===== src/rtl/wdt_pkg.sv =====
// Shared definitions for the watchdog reset-request block: state encoding,
// register map and the default kick key.
package wdt_pkg;

    typedef enum logic [1:0] {
        ST_IDLE = 2'd0,
        ST_RUN  = 2'd1,
        ST_FIRE = 2'd2,
        ST_DONE = 2'd3
    } wdt_state_t;

    localparam logic [1:0] ADDR_CTRL    = 2'd0;
    localparam logic [1:0] ADDR_TIMEOUT = 2'd1;
    localparam logic [1:0] ADDR_KICK    = 2'd2;
    localparam logic [1:0] ADDR_STATUS  = 2'd3;

    localparam logic [31:0] DEFAULT_KICK_KEY = 32'h0000_A5C3;

    // STATUS layout: count in 15:0, fired flag in 16, state in 18:17.
    function automatic logic [31:0] status_word(input logic [15:0] cnt,
                                                input logic fired,
                                                input wdt_state_t st);
        return {13'd0, st, fired, cnt};
    endfunction

endpackage


===== src/rtl/wdt_prescaler.sv =====
// Free-running divide-by-PRESCALE tick generator with synchronous clear.
// The tick is asserted during the last count of each period.
module wdt_prescaler #(
    parameter int PRESCALE = 25000
) (
    input  logic clk,
    input  logic rst,
    input  logic clr,
    input  logic en,
    output logic tick
);

    localparam int CW = $clog2(PRESCALE);
    localparam logic [CW-1:0] LAST = CW'(PRESCALE - 1);

    logic [CW-1:0] cnt;

    always_ff @(posedge clk) begin
        if (rst || clr) begin
            cnt <= '0;
        end else if (en) begin
            cnt <= (cnt == LAST) ? '0 : cnt + 1'b1;
        end
    end

    assign tick = en && (cnt == LAST);

endmodule


===== src/rtl/wdt_rst_req.sv =====
// Watchdog with keyed kick register; on expiry or a bad kick it drives a
// fixed-length active-low reset request and latches a reset-surviving flag.
module wdt_rst_req
    import wdt_pkg::*;
#(
    parameter int          PRESCALE  = 25000,
    parameter int          PULSE_LEN = 16,
    parameter logic [31:0] KICK_KEY  = DEFAULT_KICK_KEY
) (
    input  logic        clk,
    input  logic        rst,
    input  logic        stb,
    input  logic        we,
    input  logic [1:0]  addr,
    input  logic [31:0] data_in,
    output logic [31:0] data_out,
    output logic        ack,
    output logic        rst_req_n,
    output logic        wdt_fired
);

    localparam int PW = (PULSE_LEN > 1) ? $clog2(PULSE_LEN) : 1;

    wdt_state_t    state;
    wdt_state_t    next_state;
    logic          enable;
    logic          lock;
    logic [15:0]   timeout;
    logic [15:0]   count;
    logic [PW-1:0] pulse_cnt;
    logic          bad_kick_q;
    logic          rst_req_q;
    // Power-up value only; deliberately untouched by rst so the cause survives.
    logic          fired_q = 1'b0;
    logic [31:0]   rdata;

    logic wr;
    logic cfg_wr_ok;
    logic ctrl_wr;
    logic tmo_wr;
    logic kick_wr;
    logic good_kick;
    logic bad_kick;
    logic clr_fired;
    logic pulse_last;
    logic tick;
    logic presc_clr;
    logic presc_en;

    assign wr         = stb && we;
    assign cfg_wr_ok  = wr && !lock && (state != ST_FIRE);
    assign ctrl_wr    = cfg_wr_ok && (addr == ADDR_CTRL);
    assign tmo_wr     = cfg_wr_ok && (addr == ADDR_TIMEOUT);
    assign kick_wr    = wr && (addr == ADDR_KICK) && (state == ST_RUN);
    assign good_kick  = kick_wr && (data_in == KICK_KEY);
    assign bad_kick   = kick_wr && (data_in != KICK_KEY);
    assign clr_fired  = wr && (addr == ADDR_STATUS) && data_in[16] && (state != ST_FIRE);
    assign pulse_last = (pulse_cnt == PW'(PULSE_LEN - 1));
    assign presc_clr  = ((state == ST_IDLE) && (next_state == ST_RUN)) || good_kick;
    assign presc_en   = (state == ST_RUN);

    wdt_prescaler #(
        .PRESCALE(PRESCALE)
    ) u_prescaler (
        .clk (clk),
        .rst (rst),
        .clr (presc_clr),
        .en  (presc_en),
        .tick(tick)
    );

    // A bad kick is registered first, so the pulse starts one cycle after the ack.
    always_comb begin
        next_state = state;
        case (state)
            ST_IDLE: begin
                if (ctrl_wr && data_in[0]) next_state = ST_RUN;
            end
            ST_RUN: begin
                if (bad_kick_q || (tick && (count == 16'd0) && !good_kick)) begin
                    next_state = ST_FIRE;
                end else if (ctrl_wr && !data_in[0]) begin
                    next_state = ST_IDLE;
                end
            end
            ST_FIRE: begin
                if (pulse_last) next_state = ST_DONE;
            end
            ST_DONE: begin
                if (ctrl_wr && !data_in[0]) next_state = ST_IDLE;
            end
        endcase
    end

    always_comb begin
        rdata = '0;
        case (addr)
            ADDR_CTRL:    rdata = {30'd0, lock, enable};
            ADDR_TIMEOUT: rdata = {16'd0, timeout};
            ADDR_KICK:    rdata = '0;
            ADDR_STATUS:  rdata = status_word(count, fired_q, state);
        endcase
    end

    always_ff @(posedge clk) begin
        if (rst) begin
            state      <= ST_IDLE;
            enable     <= 1'b0;
            lock       <= 1'b0;
            timeout    <= 16'hFFFF;
            count      <= '0;
            pulse_cnt  <= '0;
            bad_kick_q <= 1'b0;
            rst_req_q  <= 1'b1;
            ack        <= 1'b0;
            data_out   <= '0;
        end else begin
            state      <= next_state;
            ack        <= stb;
            data_out   <= (stb && !we) ? rdata : '0;
            bad_kick_q <= bad_kick;
            rst_req_q  <= (next_state != ST_FIRE);

            if (ctrl_wr) begin
                enable <= data_in[0];
                lock   <= lock | data_in[1];
            end
            if (tmo_wr) timeout <= data_in[15:0];

            // A good kick outranks a coincident tick, even one at count zero.
            if ((state == ST_IDLE) && (next_state == ST_RUN)) begin
                count <= timeout;
            end else if (state == ST_RUN) begin
                if (good_kick) begin
                    count <= timeout;
                end else if (tick && (count != 16'd0)) begin
                    count <= count - 1'b1;
                end
            end

            pulse_cnt <= (state == ST_FIRE) ? pulse_cnt + 1'b1 : '0;
        end
    end

    always_ff @(posedge clk) begin
        if (!rst) begin
            if ((state != ST_FIRE) && (next_state == ST_FIRE)) begin
                fired_q <= 1'b1;
            end else if (clr_fired) begin
                fired_q <= 1'b0;
            end
        end
    end

    assign rst_req_n = rst_req_q;
    assign wdt_fired = fired_q;

endmodule


===== config.mk =====
export PLATFORM = sky130hd
export DESIGN_NAME = wdt_rst_req
export DESIGN_NICKNAME = d
export VERILOG_FILES = /design/src/rtl/wdt_pkg.sv /design/src/rtl/wdt_prescaler.sv /design/src/rtl/wdt_rst_req.sv
export SDC_FILE = /design/constraint.sdc
export NUM_CORES = 1
export LEC_CHECK = 0
export BUFFER_PORTS_ARGS = -buffer_cell sky130_fd_sc_hd__buf_2
export CORE_ASPECT_RATIO = 0.9
export CORE_MARGIN = 1.5
export CORE_UTILIZATION = 55
export CTS_CLUSTER_SIZE = 20
export DETAILED_ROUTE_END_ITERATION = 7
export PLACE_DENSITY = 0.76
export SYNTH_ARGS = -nofsm -noshare
export SYNTH_HDL_FRONTEND = slang
export SYNTH_SLANG_ARGS = --single-unit

===== constraint.sdc =====
create_clock -name clk -period 2.55 [get_ports clk]
set_input_delay 0.51 -clock clk [delete_from_list [all_inputs] [get_ports clk]]
set_output_delay 0.51 -clock clk [all_outputs]
set_load 0.02 [all_outputs]

==> qor.yml <==
sta:
  setup_ws_ns: 0.453
  fmaxAchievable_mhz: 477
  fin_hold_viols: 0
  worst_pin_slew_ns: 0.514
  setup_viol: 0
  timing_max_transition_violations_final: 0
  timing.max_slew.rel_slack_pct: 65.7
  period_share_pct: 82.2
  unrepaired_setup_endpoints_after_global_routing: "false"
  holdWs_ns: 0.383
  clock_period_minus_final_worst_setup_slack_ns: 2.10
  fin_skew_ns: 0.00782
  final_layout_setup_total_negative_slack_ns: 0
cells_and_area:
  drive_above_1_share_pct: 24.0
  final_cell_mix: "dfxtp_1, nor2_1, buf_2"
  num_antenna_cells: 0
  layout-area-overhead-vs-synth_pct: 13.6
  final_design_area_no_fill_um2: 4200
  nets: 495
  final_common_cell: "dfxtp_1"
  n_fill_cell: 593
run_status:
  run_status: "finished, final reports clean"
cts:
  cts_made_buffers: 9
  tritoncts: "built"
  cts.path.max_buffers: 2
  worst_skew_pair.late_latency_ns: 0.35
  clk_root_buffer_cell: "clkbuf_8"
  cts_hold_repair.buffers: 0
  cts_resized: 0
  ctsHtreeMaxLevel: 3
  tritoncts_num_sinks: 78
  clkTransAtPathRegs_ns: 0.08
  post-cts-setup-buffers: 0
critical_path:
  end_kind: "flip-flop"
  cp.arrival_ns: 2.31
  worst-endpoint-required_ns: 2.77
  crit_buf_inv: 1
  critical_path.startpoint_type: "flip-flop"
  timing.critical_path.slowest_cell_delay_ns: 0.54
  critical_path.cell_chain: "nor2b_2, or4b_4, nor4_4, nor2_2, buf_4, nor2_1, a211oi_2"
  critical-path-top-delay-family: "simple AND/OR/NAND/NOR gates"
  crit_fanout: 31
  critical-path-slowest-cell: "or4b_4"
  setup.worst_path.class: "reg2reg"
drt:
  ant_nets: 0
  drt_drc_violations_left: 0
  drt-wirelength-per-cell_um: 13.0
  vias: 2818
  number_of_iterations_in_the_first_detailed_routing_pass: 4
  wirelength_mm: 7.13
  detail_route.iter0.violations: 123
  post_drt_via_cell_ratio: 5.14
job:
  maxCapViolCount: 0
placement:
  finalWeightedCongestion: 0.849
  numPortBuffers: 59
  dpl_cell_area_um2: 3990
  detailed_place_hpwl_mm: 5.21
  post-place-ws_ns: 0.323
synth:
  synth_instances: 396
  synth_top_area_cell: "dfxtp_1"
  syn-mean-instance-area_um2: 9.33
  synthTopCellsByArea: "dfxtp_1, nor2_1, xor2_1, a211oi_2, mux2i_1"
  synth_seq_area_share_pct: 42.5
  synth_top_cell_area_share_pct: 41.7
  asyncSetResetFlopFracSynth_pct: 0
  ys.warnings.count: 0
  syn-cell-area_um2: 3690
  synth-edff-count: 1
  ys_seq_elements: 78
  synthDistinctLibCells: 54
  most_used_flip_flop_cell_after_synthesis: "dfxtp_1"
floorplan:
  chipHeight_um: 80.8
  floorplan.die.width_um: 89.4
  io_pins: 73
  core_area_um2: 6550
  row_count: 28
  initial_utilization_pct: 56.4
  die-area_um2: 7220
global_route:
  grt_antenna_before_repair: 0
  pin_count_of_the_biggest_net_entering_global_routing: 40
  grt_first_pass_wirelength_mm: 11.8
  grt_pass1_vias: 2491
  gr-usage-all-layers_pct: 21.5
  overflow: 0
power:
  power.ir.vdd_worst_v: 0.000246
  power.density_nw_per_um2: 576
  power.static_leakage_nw: 1.76
min_path:
  class_of_the_most_critical_hold_timing_path: "in2reg"
[synthesized netlist by cell type, drive strengths merged (2+ instances only)]
| master | n |
|---|---|
| and3 | 5 |
| o21ai | 3 |
| mux2i | 18 |
| nand2b | 2 |
| nand4b | 4 |
| a211oi | 15 |
| nand2 | 42 |
| xor2 | 24 |
| nor3b | 3 |
| nand3 | 8 |
| dfxtp | 77 |
| xnor2 | 7 |
| buf | 22 |
| nor2b | 6 |
| a31oi | 3 |
| and2 | 4 |
| nor2 | 66 |
| clkbuf | 8 |
| nand4 | 13 |
| nor4bb | 2 |
| and4b | 2 |
| nor4b | 3 |
| inv | 7 |
| and4bb | 2 |
| nor4 | 8 |
| ha | 4 |
| nor3 | 7 |
| a21oi | 5 |
| nand3b | 17 |
[where the power goes]
part           leakage, nW  switching (mW)  total [mW]  internal (mW)
Sequential           0.635          0.0198        1.26           1.24
Combinational         1.02           0.116       0.196         0.0797
Clock                0.109           0.425       0.961          0.536
Total                 1.76           0.561        2.42           1.86
[worst min-delay path: stages]
cell      delay (ns)
buf_2           0.08
nand2_1         0.04
nand3b_1        0.07
[final cells by class]
type                       instances  area (um^2)  share of cell area, %
multi-input combinational        293         1940                   46.3
sequential                        78         1570                   37.4
timing repair buffer              64          333                   7.93
clock buffer                      13          170                   4.05
tap                               90          113                   2.68
clock inverter                     3         40.0                  0.954
inverter                           7         26.3                  0.626
[cell families (layout without fill, tap and decap cells)]
group           Yosys count  count (layout)  share of synthesized area, %
simple gates            196             196                          29.8
mux                      18              18                          4.88
fa+ha+maj                 4               4                          1.35
flops                    78              78                          42.5
xor+xnor                 31              31                          7.35
buf+inv                  37              87                          6.06
other cells               1              13                         0.101
compound gates           31              31                          7.89
[worst paths after layout]
| kind | start | end | slack (ns) | cells past startpoint |
|---|---|---|---|---|
| hold / removal | data_in[13] | timeout[13] | 0.38 | 3 |
| setup / recovery | state[0] | count[15] | 0.45 | 7 |
| setup reg to reg | state[0] | count[15] | 0.45 | 7 |
| hold reg to reg | pulse_cnt[0] | pulse_cnt[0] | 0.45 | 1 |
[sequential cells by signal, indices dropped and copies added (netlist names), 2 cells and up]
register and count:
count 16, data_out 19, pulse_cnt 4, state 2
timeout 16, u_prescaler.cnt 15
[metal layers]
metal	track usage, %	wire [um]	up-vias	part of all wire [%]
li1	-	-	1455	-
met5	0	0	-	0
met2	32.0	3110	77	44
met1	30.4	3560	1275	50
met3	3.96	347	11	4.9
met4	9.23	111	0	1.6
[per-stage QoR]
step	util, %	power, mW	instances
2_1_floorplan	-	1.43	408
3_3_place_gp	60.9	1.48	532
3_5_place_dp	60.9	1.48	532
4_1_cts	64.1	2.44	548
5_1_grt	64.1	2.51	548
6_report	64.1	2.42	548
No activity file was read; power rests on OpenSTA's default activity.
